File: config.mk
export PLATFORM = sky130hd
export DESIGN_NAME = rf_writeback
export DESIGN_NICKNAME = d
export VERILOG_FILES = /design/src/rtl/rf_writeback.sv
export SDC_FILE = /design/constraint.sdc
export NUM_CORES = 1
export LEC_CHECK = 0
export ABC_AREA = 1
export CAP_MARGIN = 20
export CORE_UTILIZATION = 25
export CTS_CLUSTER_DIAMETER = 100
export DETAILED_ROUTE_END_ITERATION = 8
export DONT_BUFFER_PORTS = 1
export PLACE_DENSITY_LB_ADDON = 0.12
export SLEW_MARGIN = 20
export SYNTH_ARGS = -nofsm -noshare
export SYNTH_HDL_FRONTEND = slang
export SYNTH_SLANG_ARGS = --single-unit
File: constraint.sdc
create_clock -name clk -period 2.95 [get_ports clk]
set_input_delay 0.295 -clock clk [delete_from_list [all_inputs] [get_ports clk]]
set_output_delay 0.295 -clock clk [all_outputs]
set_load 0.01 [all_outputs]
File: src/rtl/rf_writeback.sv
// Write-side controller for the 32x32 register file: merges ALU results with
// FIFO-buffered LSU results onto the single write port and tracks busy registers.
module rf_writeback #(
  parameter int XLEN  = 32,
  parameter int DEPTH = 4
) (
  input  logic                    clk,
  input  logic                    rst_n,
  input  logic                    alu_valid,
  input  logic [4:0]              alu_rd,
  input  logic [XLEN-1:0]         alu_data,
  input  logic                    lsu_valid,
  output logic                    lsu_ready,
  input  logic [4:0]              lsu_rd,
  input  logic [XLEN-1:0]         lsu_data,
  input  logic                    iss_valid,
  input  logic [4:0]              iss_rd,
  input  logic [4:0]              dec_rs1,
  input  logic [4:0]              dec_rs2,
  input  logic [4:0]              dec_rd,
  output logic                    stall,
  output logic                    rf_we,
  output logic [4:0]              rf_waddr,
  output logic [XLEN-1:0]         rf_wdata,
  output logic [31:0]             busy,
  output logic [$clog2(DEPTH):0]  q_count
);

  localparam int AW = $clog2(DEPTH);
  localparam logic [AW:0] FULL = (AW+1)'(DEPTH);

  logic [4:0]      r_fifo_rd   [DEPTH];
  logic [XLEN-1:0] r_fifo_data [DEPTH];
  logic [AW-1:0]   r_wptr;
  logic [AW-1:0]   r_rptr;
  logic [AW:0]     r_count;
  logic            r_we;
  logic [4:0]      r_waddr;
  logic [XLEN-1:0] r_wdata;
  logic [31:0]     r_busy;

  logic            w_full;
  logic            w_alu_wr;
  logic            w_push;
  logic            w_pop;
  logic [4:0]      w_head_rd;
  logic [XLEN-1:0] w_head_data;
  logic [31:0]     w_set;
  logic [31:0]     w_clr;
  logic [31:0]     w_busy_next;

  assign w_full      = (r_count == FULL);
  assign w_alu_wr    = alu_valid & (alu_rd != 5'd0);
  // Beats for x0 are accepted (handshake completes) but never stored.
  assign w_push      = lsu_valid & ~w_full & (lsu_rd != 5'd0);
  assign w_pop       = ~w_alu_wr & (r_count != '0);
  assign w_head_rd   = r_fifo_rd[r_rptr];
  assign w_head_data = r_fifo_data[r_rptr];

  // NOTE: storage array has no reset; validity comes from the pointers/count, and
  // leaving it unreset lets it map to plain flops or RAM without a reset tree.
  always_ff @(posedge clk) begin
    if (w_push) begin
      r_fifo_rd[r_wptr]   <= lsu_rd;
      r_fifo_data[r_wptr] <= lsu_data;
    end
  end

  // NOTE: sequential state uses non-blocking assignments so every flop samples
  // pre-edge values regardless of block evaluation order.
  always_ff @(posedge clk or negedge rst_n) begin
    if (!rst_n) begin
      r_wptr  <= '0;
      r_rptr  <= '0;
      r_count <= '0;
    end else begin
      if (w_push) r_wptr <= r_wptr + 1'b1;
      if (w_pop)  r_rptr <= r_rptr + 1'b1;
      case ({w_push, w_pop})
        2'b10:   r_count <= r_count + 1'b1;
        2'b01:   r_count <= r_count - 1'b1;
        default: r_count <= r_count;
      endcase
    end
  end

  // Idle cycles keep the last address/data so the port does not toggle needlessly.
  always_ff @(posedge clk or negedge rst_n) begin
    if (!rst_n) begin
      r_we    <= 1'b0;
      r_waddr <= '0;
      r_wdata <= '0;
    end else begin
      r_we <= w_alu_wr | w_pop;
      if (w_alu_wr) begin
        r_waddr <= alu_rd;
        r_wdata <= alu_data;
      end else if (w_pop) begin
        r_waddr <= w_head_rd;
        r_wdata <= w_head_data;
      end
    end
  end

  // NOTE: every signal written here gets a default first, so no latch is inferred.
  always_comb begin
    w_set = '0;
    w_clr = '0;
    if (iss_valid && (iss_rd != 5'd0)) w_set[iss_rd] = 1'b1;
    if (w_pop) w_clr[w_head_rd] = 1'b1;
    // A new issue to the retiring register keeps it busy.
    w_busy_next    = (r_busy & ~w_clr) | w_set;
    w_busy_next[0] = 1'b0;
  end

  always_ff @(posedge clk or negedge rst_n) begin
    if (!rst_n) r_busy <= '0;
    else        r_busy <= w_busy_next;
  end

  assign stall     = r_busy[dec_rs1] | r_busy[dec_rs2] | r_busy[dec_rd];
  assign lsu_ready = ~w_full;
  assign rf_we     = r_we;
  assign rf_waddr  = r_waddr;
  assign rf_wdata  = r_wdata;
  assign busy      = r_busy;
  assign q_count   = r_count;

endmodule

==> results of run 1 <==
flip-flops by register name, indices dropped and copies added, names as in the netlist:
register	count
r_fifo_data	128
rf_wdata	32
busy	31
r_fifo_rd	20
rf_waddr	5
q_count	3
r_rptr	2
r_wptr	2
rf_we	1
critical path, stage by stage (launching register included):
cell	delay (ps)
sky130_fd_sc_hd__dfrtp_1	430
sky130_fd_sc_hd__inv_1	120
sky130_fd_sc_hd__nand3_1	280
sky130_fd_sc_hd__nand2_2	210
sky130_fd_sc_hd__inv_2	110
sky130_fd_sc_hd__ha_1	140
sky130_fd_sc_hd__inv_1	60
sky130_fd_sc_hd__fa_1	380
sky130_fd_sc_hd__a21oi_1	140
sky130_fd_sc_hd__o21ai_0	120
sky130_fd_sc_hd__xor2_1	160
layout make-up:
| type | count | share of cell area |
|---|---|---|
| flip-flops and latches | 224 | 0.509 |
| diodes | 1 | 0.000201 |
| inverters | 60 | 0.0185 |
| clock inverters | 22 | 0.0198 |
| repair buffers | 92 | 0.0779 |
| clock buffers | 28 | 0.0553 |
| well taps | 525 | 0.0527 |
| multi-input cells | 706 | 0.266 |
per-stage QoR:
stage	area, µm²	total power (W)	util	std cells	setup TNS (ps)
after floorplan	10100	0.00756	-	1038	-90.5
after global placement	10700	0.00890	0.269	1527	0
after detailed placement	10700	0.00892	0.269	1527	0
after CTS	12500	0.0126	0.313	1657	0
after global routing	12500	0.0132	0.313	1657	0
final	12500	0.0124	0.313	1658	0
power by group:
part | total (W) | switching, W | leakage [nW] | internal (W)
sequential | 0.00523 | 0.000936 | 2.27 | 0.00429
clock | 0.00347 | 0.00140 | 0.444 | 0.00207
combinational | 0.00366 | 0.00252 | 2.14 | 0.00114
total | 0.0124 | 0.00485 | 4.85 | 0.00750
kinds of logic after synthesis:
group                      share of synthesized area
and+or+nand+nor                                0.215
DFF                                            0.627
AOI/OAI and AO/OA                             0.0973
buffers and inverters                         0.0482
adders and majority gates                    0.00816
xor gates and xnor gates                     0.00346
other                                       0.000371
worst max-delay path by stage:
stage / start / endpoint / cells past startpoint
3_5_place_dp: alu_rd[3] / q_count[2] / 11
2_1_floorplan: q_count[0] / r_fifo_data[0][0] / 4
6_report: q_count[0] / q_count[2] / 10
5_1_grt: r_rptr[0] / rf_waddr[0] / 10
4_1_cts: q_count[0] / q_count[2] / 10
3_3_place_gp: alu_rd[3] / q_count[2] / 11
cells in the final DEF (no fill, tap or decap), types with 2 or more instances in the layout:
cell type and instances:
sky130_fd_sc_hd__edfxtp_1 148, sky130_fd_sc_hd__nand4_1 3, sky130_fd_sc_hd__nor3_1 2, sky130_fd_sc_hd__o21ai_1 39
sky130_fd_sc_hd__dlygate4sd3_1 79, sky130_fd_sc_hd__ha_1 5, sky130_fd_sc_hd__o21ai_0 57, sky130_fd_sc_hd__nand2_2 12
sky130_fd_sc_hd__clkinv_2 7, sky130_fd_sc_hd__a21oi_2 18, sky130_fd_sc_hd__clkinv_1 2, sky130_fd_sc_hd__clkinvlp_4 7
sky130_fd_sc_hd__o22ai_1 23, sky130_fd_sc_hd__nand3_1 106, sky130_fd_sc_hd__nand2_1 303, sky130_fd_sc_hd__dfrtp_1 75
sky130_fd_sc_hd__buf_4 7, sky130_fd_sc_hd__clkbuf_16 27, sky130_fd_sc_hd__inv_1 50, sky130_fd_sc_hd__inv_2 8
sky130_fd_sc_hd__buf_12 5, sky130_fd_sc_hd__inv_4 2, sky130_fd_sc_hd__o211ai_1 3, sky130_fd_sc_hd__nor4_1 3
sky130_fd_sc_hd__a21oi_1 36, sky130_fd_sc_hd__bufinv_16 4, sky130_fd_sc_hd__xor2_1 3, sky130_fd_sc_hd__nor2_4 8
sky130_fd_sc_hd__nor2_1 78
metal layers:
layer	GRT usage	share of wire	vias up	wire, µm
li1	-	-	3675	-
met1	0.195	0.45	3544	14000
met2	0.256	0.47	188	14800
met3	0.0340	0.061	44	1900
met4	0.0416	0.020	0	616
met5	0	0	-	0
timing repair:
action / CTS / global route
hold buffers: 80 / 0
buffers inserted: 0 / 0
endpoints found under the hold margin: 276 / 0
==> summary.txt, run 1 <==
Clock network
  • CTS root buf: sky130_fd_sc_hd__clkbuf_16
  • Num Clock Sinks: 224
  • Clock Tree Buf Depth: 3
  • Latest clock arrival within the worst-skew pair: 560 ps
  • Clock-pin slew reported for the worst setup and hold paths after clock tree synthesis: 60 ps
  • TritonCTS clock tree: done
  • Count of H-tree levels built during CTS: 1
  • CTS buffer count: 27
  • Quantity of gates resized following cts: 0

Critical path
  • Data arrival time at the worst-slack endpoint: 2710 ps
  • R2R Path Start: q_count[0]
  • Required @ worst endpoint: 3370 ps
  • Startpoint type of the worst setup path: register
  • Depth of the worst register-to-register path: 10
  • Crit path capture type: register
  • Critical register-to-register path endpoint: q_count[2]
  • Peak fanout along the critical path: 7
  • Type of the worst setup path: register to register
  • Reg2Reg Setup Slack: 660 ps

Route
  • Total iterations of the first detailed-routing run: 4
  • Routed via count divided by cell count: 4.49
  • Number of remaining DRC errors: 0
  • Residual antenna-violating net count after detailed routing: 0
  • WL per Instance: 18.8 µm
  • Iter 0 DRT Violations: 326
  • Final routed wirelength across all metal layers: 31300 µm
  • Count of vias placed by the detailed router: 7451

Global route
  • Pin count of the biggest net entering global routing: 80
  • Grt ovf: 0
  • Antenna violations before repair: 0
  • Combined global-route utilization of all metal layers: 0.152
  • Wire length of the first global-routing pass: 47400 µm
  • Vias in the first global route: 7560

Floorplan
  • Starting utilization of the core area: 0.254
  • Die area: 41300 µm²
  • Cell Rows: 73
  • Area of the placeable core: 39800 µm²
  • Count of boundary I/O pins: 174
  • Die W: 203 µm
  • Die outline height: 203 µm

Layout
  • Layout fillers: 4148
  • P&R area growth vs syn: 23.1%
  • Total area of sequential cells: 6350 µm²
  • Net count of the finished layout: 1216
  • Multi-input gate area in the final layout: 3320 µm²
  • Fraction of layout cells with a size suffix above 1: 0.101

Logic synthesis
  • Fraction of post-synthesis cell area in the top cell type by area: 0.439
  • Commonest cells in the netlist: sky130_fd_sc_hd__nand2_1, sky130_fd_sc_hd__edfxtp_1, sky130_fd_sc_hd__nand3_1
  • Main area contributors after synthesis: sky130_fd_sc_hd__edfxtp_1, sky130_fd_sc_hd__dfrtp_1, sky130_fd_sc_hd__nand2_1, sky130_fd_sc_hd__nand3_1, sky130_fd_sc_hd__nor2_1
  • Most frequently used cell type in the post-synthesis netlist: sky130_fd_sc_hd__nand2_1
  • Fraction of registers with async set or reset after synthesis: 0.339
  • Primary FF master, synth: sky130_fd_sc_hd__edfxtp_1
  • Sequential share of the synthesized area: 0.627
  • Count of flip-flops with a built-in enable after synthesis: 148
  • #FFs+latches synth: 224
  • Synth Net Count: 1143
  • Post-synth cell types: 33
  • Cells after Synth: 1038
  • Synthesis Warnings: 0
  • Library cell with the largest summed area after synthesis: sky130_fd_sc_hd__edfxtp_1
  • Post-Synthesis Mean Instance Area: 9.75 µm²
  • Synthesized cell area: 10100 µm²

Placed design
  • Count of buffers inserted at the top-level ports: 0
  • Worst-case setup slack after placement: 480 ps
  • HPWL after detailed placement: 20200 µm
  • Routability-driven placement congestion ratio: 0.743

Timing
  • Max-slew headroom: 0.433
  • Setup-violating endpoint count in the final report: 0
  • Setup repair after global routing missed its margin: no
  • Final setup margin: 664 ps
  • Highest attainable clock frequency: 0.437 GHz
  • Worst hold margin: 38.3 ps
  • Min Tclk post-route: 2290 ps
  • Worst Clk Skew: 17.4 ps
  • Part of the cycle the worst path needs: 0.775
  • Hold violation count in the final report: 0
  • Max-slew violations: 0
  • Transition time of the tightest slew-check pin: 843 ps

Worst hold path
  • Hold path startpoint: iss_rd[0]
  • Worst hold endpoint: busy[8]
  • Number of instances on the worst hold path: 3
  • Worst min-delay path class: input pin to register

Power
  • Static Leak: 4.85 nW
  • Power density normalized to cell area: 991 nW/µm²
  • Worst-case vdd ir drop: 0.461 mV

Run
  • Total of max-cap violations: 0

Status
  • Result of the run: complete, no violations
(Power assumes the default switching activity.)
==> inputs of run 2 (changes only) <==
Clock period 2.95 ns to 2 ns, I/O delays scaled along.
==> summary.txt, run 2 (synthesis results as in run 1) <==
Global route
  • Grt ovf: 0 (unchanged)
  • Antenna violations before repair: 2 (+2)
  • Pin count of the biggest net entering global routing: 77 (-3.8%)
  • Wire length of the first global-routing pass: 48400 µm (+2.1%)
  • Combined global-route utilization of all metal layers: 0.154 (+0.00189)
  • Vias in the first global route: 7858 (+3.9%)

Route
  • Number of remaining DRC errors: 0 (unchanged)
  • Met3 routed WL: 1730 µm (-8.6%)
  • Final routed wirelength across all metal layers: 31500 µm (+0.85%)
  • Iter 0 DRT Violations: 422 (+29%)
  • WL per Instance: 18.6 µm (-1.1%)
  • Top layer used by detailed routing: met4
  • Total iterations of the first detailed-routing run: 5 (+1)
  • Routed metal-1 wirelength: 14300 µm (+2.2%)
  • Metal2 WL: 14800 µm (+0.13%)
  • Residual antenna-violating net count after detailed routing: 0 (unchanged)
  • Routed via count divided by cell count: 4.50 (about the same)
  • Count of vias placed by the detailed router: 7599 (+2.0%)

Critical path
  • Startpoint type of the worst setup path: register
  • Peak fanout along the critical path: 3 (-4)
  • Required @ worst endpoint: 1800 ps (-1570 ps)
  • Data arrival time at the worst-slack endpoint: 1670 ps (-1040 ps)
  • Type of the worst setup path: register to output pin
  • Crit path capture type: output pin

Clock network
  • Count of H-tree levels built during CTS: 1 (unchanged)
  • CTS root buf: sky130_fd_sc_hd__clkbuf_16
  • TritonCTS clock tree: done
  • Clock Tree Buf Depth: 3 (unchanged)
  • Latest clock arrival within the worst-skew pair: 540 ps (-20 ps)
  • CTS buffer count: 29 (+7.4%)
  • Clock-pin slew reported for the worst setup and hold paths after clock tree synthesis: 60 ps (about the same)
  • Num Clock Sinks: 224 (unchanged)

Timing
  • Setup-violating endpoint count in the final report: 0 (unchanged)
  • Part of the cycle the worst path needs: 0.936
  • Hold violation count in the final report: 0 (unchanged)
  • Min Tclk post-route: 1870 ps
  • Transition time of the tightest slew-check pin: 767 ps (-76.4 ps)
  • Worst hold margin: 33.4 ps (-4.88 ps)
  • Max-slew violations: 0 (unchanged)
  • Highest attainable clock frequency: 0.534 GHz
  • Max-slew headroom: 0.487 (+0.0542)
  • Worst Clk Skew: 8.79 ps (-8.65 ps)
  • Sum of negative setup slack: 0 ps (unchanged)
  • Setup repair after global routing missed its margin: yes

Floorplan
  • Die area: 41300 µm² (unchanged)
  • Die W: 203 µm (unchanged)
  • Cell Rows: 73 (unchanged)
  • Die outline height: 203 µm (unchanged)
  • Area of the placeable core: 39800 µm² (unchanged)
  • Starting utilization of the core area: 0.254 (unchanged)
  • Count of boundary I/O pins: 174 (unchanged)

Run
  • Total of max-cap violations: 0 (unchanged)

Layout
  • Commonest cells after routing, fill and taps aside: sky130_fd_sc_hd__nand2_1, sky130_fd_sc_hd__edfxtp_1, sky130_fd_sc_hd__nand3_1, sky130_fd_sc_hd__dlygate4sd3_1, sky130_fd_sc_hd__nor2_1
  • P&R area growth vs syn: 26.4%
  • Most frequent standard cell in the layout excluding fill and tap cells: sky130_fd_sc_hd__nand2_1
  • Number of flip-flops in the largest register: 128 (unchanged)
  • Biggest register: r_fifo_data
  • Layout fillers: 4133 (-0.36%)
  • Final design utilization: 0.321 (+0.00826)
  • Net count of the finished layout: 1244 (+2.3%)
  • Post-route non-filler standard cell count: 1690 (+1.9%)
  • Fraction of layout cells with a size suffix above 1: 0.147 (+0.0465)

Worst hold path
  • Worst min-delay path class: input pin to register

Placed design
  • Routability-driven placement congestion ratio: 0.739 (-0.50%)
  • Count of buffers inserted at the top-level ports: 0 (unchanged)
  • Cells after DPL: 1548 (+1.4%)
  • HPWL after detailed placement: 21100 µm (+4.8%)

Status
  • Result of the run: complete, no violations

Power
  • Worst-case vdd ir drop: 0.714 mV (+55%)
  • Static Leak: 4.98 nW (+2.7%)
  • Power density normalized to cell area: 1460 nW/µm² (+47%)
-- run 2: cell types whose count changed in the layout (fill, tap and decap cells not counted), moves of 4 or more --
cell / before / now
sky130_fd_sc_hd__inv_2: 8 / 15
sky130_fd_sc_hd__dlygate4sd3_1: 79 / 83
sky130_fd_sc_hd__dfrtp_1: 75 / 52
sky130_fd_sc_hd__inv_1: 50 / 42
sky130_fd_sc_hd__clkinvlp_4: 7 / 1
sky130_fd_sc_hd__dfrtp_2: 1 / 23
sky130_fd_sc_hd__buf_4: 7 / 27
sky130_fd_sc_hd__nand3_1: 106 / 102
sky130_fd_sc_hd__clkbuf_1: 0 / 7
-- run 2: worst paths after layout --
check                              endpoint        start  cells past startpoint  slack (ps)
worst max-delay path                  stall      busy[7]                      8         130
worst min-delay path             q_count[0]    lsu_valid                      3          30
worst max register to register   q_count[2]   q_count[2]                     10         190
worst min register to register  rf_wdata[4]  rf_wdata[4]                      2         560
max in group asynchronous          busy[22]        rst_n                      2        1350
min in group asynchronous       rf_wdata[6]        rst_n                      2         210
-- run 2: timing repair --
item	in CTS	in global routing
resized for setup	1	39
pin swaps	0	3
setup buffers	0	1
hold buffers	84	0
endpoints found under the setup margin	1	9
hold endpoints to repair	291	0
-- run 2: per-stage QoR --
| step | area, µm² | worst slack [ps] | power (W) |
|---|---|---|---|
| finish | 12800 | 128 | 0.0186 |
| global route | 12800 | -16.4 | 0.0199 |
| CTS | 12700 | 6.11 | 0.0189 |
| detailed placement | 10900 | 68.8 | 0.0135 |
| global placement | 10900 | 48.9 | 0.0135 |
| floorplan | 10200 | 9.09 | 0.0112 |
-- run 2: area by class of cell --
cell class              count  area, µm²  area share
diodes                      3       7.51    0.000587
multi-input cells         706       3380       0.264
clock buffers              37        766      0.0599
well taps                 525        657      0.0514
clock inverters            17        165      0.0129
inverters                  60        233      0.0182
repair buffers            118       1200      0.0939
flip-flops and latches    224       6380       0.499
-- run 2: critical path: stages (launching register included) --
cell and delay [ps]:
sky130_fd_sc_hd__dfrtp_2 450, sky130_fd_sc_hd__inv_2 110, sky130_fd_sc_hd__nand2_1 60, sky130_fd_sc_hd__nand3_1 90, sky130_fd_sc_hd__nand3_1 80, sky130_fd_sc_hd__nand3_1 80
sky130_fd_sc_hd__nand3_1 90, sky130_fd_sc_hd__nand2_2 90, sky130_fd_sc_hd__nand3_4 90
-- run 2: routing by layer --
metal  global-route usage  up-vias
li1                     -     3728
met1                0.200     3656
met2                0.257      171
met3               0.0356       44
met4               0.0373        0
met5                    0        -
-- run 2: report_power, final --
group          switching, W  internal, W  total [W]
clock               0.00197      0.00308    0.00506
combinational       0.00384      0.00193    0.00577
sequential          0.00142      0.00638    0.00781
total               0.00723       0.0114     0.0186
==> inputs of run 3 (changes only) <==
Settings changed: CORE_UTILIZATION 25 to 40.
==> summary.txt, run 3 (synthesis results as in run 1) <==
Power
  • Static Leak: 4.93 nW (-1.0%)
  • Net Sw Frac: 0.377 (-0.0109)
  • Combinational Power Share: 0.304 (-0.006)
  • Power density normalized to cell area: 1460 nW/µm² (about the same)
  • Worst-case vdd ir drop: 0.758 mV (+6.2%)
  • Register share of total power: 0.426 (+0.007)
  • Internal power consumption: 0.0113 W (-1.2%)
  • Switching power: 0.00682 W (-5.6%)
  • Share of power burned in the clock network: 0.269 (-0.002)

Global route
  • Antenna violations before repair: 0 (-2)
  • Wire length of the first global-routing pass: 41900 µm (-13%)
  • Grt ovf: 0 (unchanged)
  • Vias in the first global route: 7428 (-5.5%)
  • Combined global-route utilization of all metal layers: 0.208 (+0.0540)
  • Pin count of the biggest net entering global routing: 77 (unchanged)

Clock network
  • CTS buffer count: 25 (-14%)
  • CTS root buf: sky130_fd_sc_hd__clkbuf_16
  • TritonCTS clock tree: done
  • Num Clock Sinks: 224 (unchanged)
  • Clock Tree Buf Depth: 3 (unchanged)
  • Clock-pin slew reported for the worst setup and hold paths after clock tree synthesis: 70 ps (about the same)
  • Count of H-tree levels built during CTS: 1 (unchanged)
  • Latest clock arrival within the worst-skew pair: 510 ps (-30 ps)

Critical path
  • Maximum single-stage delay on the critical path: 500 ps (+50 ps)
  • CP max stage cell: sky130_fd_sc_hd__dfrtp_1
  • Startpoint type of the worst setup path: register
  • Crit path capture type: output pin
  • Peak fanout along the critical path: 5 (+2)
  • Required @ worst endpoint: 1800 ps (about the same)
  • Cell occurring most often along the worst timing path: sky130_fd_sc_hd__nand2_1
  • Type of the worst setup path: register to output pin
  • Data arrival time at the worst-slack endpoint: 1680 ps (about the same)
  • Cell breakdown of the critical path: nand2_1, nand3_1, nand3_1, nand2_1, nand2_1, nand3_1, nand2_1, nand3_2

Timing
  • Max-slew headroom: 0.517 (+0.0307)
  • Transition time of the tightest slew-check pin: 717 ps (-49.8 ps)
  • Setup-violating endpoint count in the final report: 0 (unchanged)
  • Setup repair after global routing missed its margin: yes
  • Highest attainable clock frequency: 0.531 GHz (-0.58%)
  • Min Tclk post-route: 1880 ps (+10.8 ps)
  • Part of the cycle the worst path needs: 0.942 (+0.00542)
  • Max-slew violations: 0 (unchanged)
  • Sum of negative setup slack: 0 ps (unchanged)
  • Worst hold margin: 15.3 ps (-18.2 ps)
  • Worst Clk Skew: 13.8 ps (+5.02 ps)
  • Hold violation count in the final report: 0 (unchanged)

Floorplan
  • Die outline height: 161 µm (-21%)
  • Area of the placeable core: 24500 µm² (-38%)
  • Die area: 25900 µm² (-37%)
  • Die W: 161 µm (-21%)
  • Count of boundary I/O pins: 174 (unchanged)
  • Cell Rows: 57 (-22%)
  • Starting utilization of the core area: 0.413 (+0.158)

Placed design
  • Cells after DPL: 1343 (-13%)
  • Total cell area at the placement stage: 10600 µm² (-2.7%)
  • HPWL after detailed placement: 17200 µm (-19%)
  • Count of buffers inserted at the top-level ports: 0 (unchanged)
  • Routability-driven placement congestion ratio: 0.843 (+14%)

Layout
  • Diodes inserted: 0 (-3)
  • Fraction of layout cells with a size suffix above 1: 0.129 (-0.0185)
  • Commonest cells after routing, fill and taps aside: sky130_fd_sc_hd__nand2_1, sky130_fd_sc_hd__edfxtp_1, sky130_fd_sc_hd__nand3_1, sky130_fd_sc_hd__dlygate4sd3_1, sky130_fd_sc_hd__nor2_1
  • P&R area growth vs syn: 22.6%
  • Post-route non-filler standard cell count: 1474 (-13%)
  • Most frequent standard cell in the layout excluding fill and tap cells: sky130_fd_sc_hd__nand2_1
  • Biggest register: r_fifo_data
  • Number of flip-flops in the largest register: 128 (unchanged)
  • Net count of the finished layout: 1237 (-0.56%)
  • Final cell area excluding filler cells: 12400 µm² (-2.9%)

Worst hold path
  • Worst min-delay path class: input pin to register

Route
  • WL per Instance: 18.3 µm (-1.8%)
  • Iter 0 DRT Violations: 591 (+40%)
  • Residual antenna-violating net count after detailed routing: 0 (unchanged)
  • Total iterations of the first detailed-routing run: 5 (unchanged)
  • Routed via count divided by cell count: 5.18 (+15%)
  • Count of vias placed by the detailed router: 7630 (+0.41%)
  • Final routed wirelength across all metal layers: 27000 µm (-14%)
  • Number of remaining DRC errors: 0 (unchanged)

Status
  • Result of the run: complete, no violations

Run
  • Total of max-cap violations: 0 (unchanged)
[run 3: cell count changes in the layout (fill, tap and decap cells not counted), moves of 4 or more]
cell                        change
sky130_fd_sc_hd__dfrtp_2       -15
sky130_fd_sc_hd__clkbuf_1       -4
sky130_fd_sc_hd__clkbuf_16      -4
sky130_fd_sc_hd__dfrtp_1       +16
sky130_fd_sc_hd__clkinv_2       -4
sky130_fd_sc_hd__clkinv_1       -4
[run 3: power groups by stage]
stage | clock network, W | registers (W) | logic (W)
finish | 0.00487 | 0.00772 | 0.00551
global route | 0.00517 | 0.00786 | 0.00621
CTS | 0.00497 | 0.00768 | 0.00556
detailed placement | 0 | 0.00777 | 0.00533
global placement | 0 | 0.00775 | 0.00528
floorplan | 0 | 0.00736 | 0.00385
[run 3: final cells by class]
type	count	area (µm²)
well taps	324	405
flip-flops and latches	224	6360
fillers	2244	12100
inverters	60	233
clock inverters	15	221
clock buffers	30	664
multi-input cells	706	3360
repair buffers	115	1170
[run 3: layer usage]
layer | track usage | vias up | part of all wire
met1 | 0.284 | 3650 | 0.46
met3 | 0.0403 | 45 | 0.060
li1 | - | 3707 | -
met5 | 0 | - | 0
met2 | 0.338 | 228 | 0.46
met4 | 0.0562 | 0 | 0.025
[run 3: path summary, 6_finish.rpt]
| kind | start | to | slack (ps) | cells after the start |
|---|---|---|---|---|
| min in group asynchronous | rst_n | rf_wdata[5] | 250 | 2 |
| worst max register to register | q_count[2] | q_count[2] | 200 | 9 |
| worst min register to register | rf_wdata[11] | rf_wdata[11] | 550 | 2 |
| worst min-delay path | iss_rd[3] | busy[30] | 20 | 4 |
| worst max-delay path | busy[25] | stall | 120 | 8 |
| max in group asynchronous | rst_n | r_rptr[0] | 1350 | 2 |
[run 3: what timing repair did]
action,CTS,global route
buffers inserted,0,1
endpoints found under the setup margin,0,3
hold buffers,85,1
endpoints found under the hold margin,290,2
gates resized for setup,0,19
[run 3: per-stage QoR]
stage          utilization  worst slack [ps]  power, W
2_1_floorplan            -              9.09    0.0112
3_3_place_gp         0.433               153    0.0130
3_5_place_dp         0.433               146    0.0131
4_1_cts              0.504              46.8    0.0182
5_1_grt              0.506             -4.85    0.0192
6_report             0.506               117    0.0181
[run 3: critical path, delay by kind of cell (launching register included)]
family	cells	cell delay, ps
and+or+nand+nor	8	650
DFF	1	500
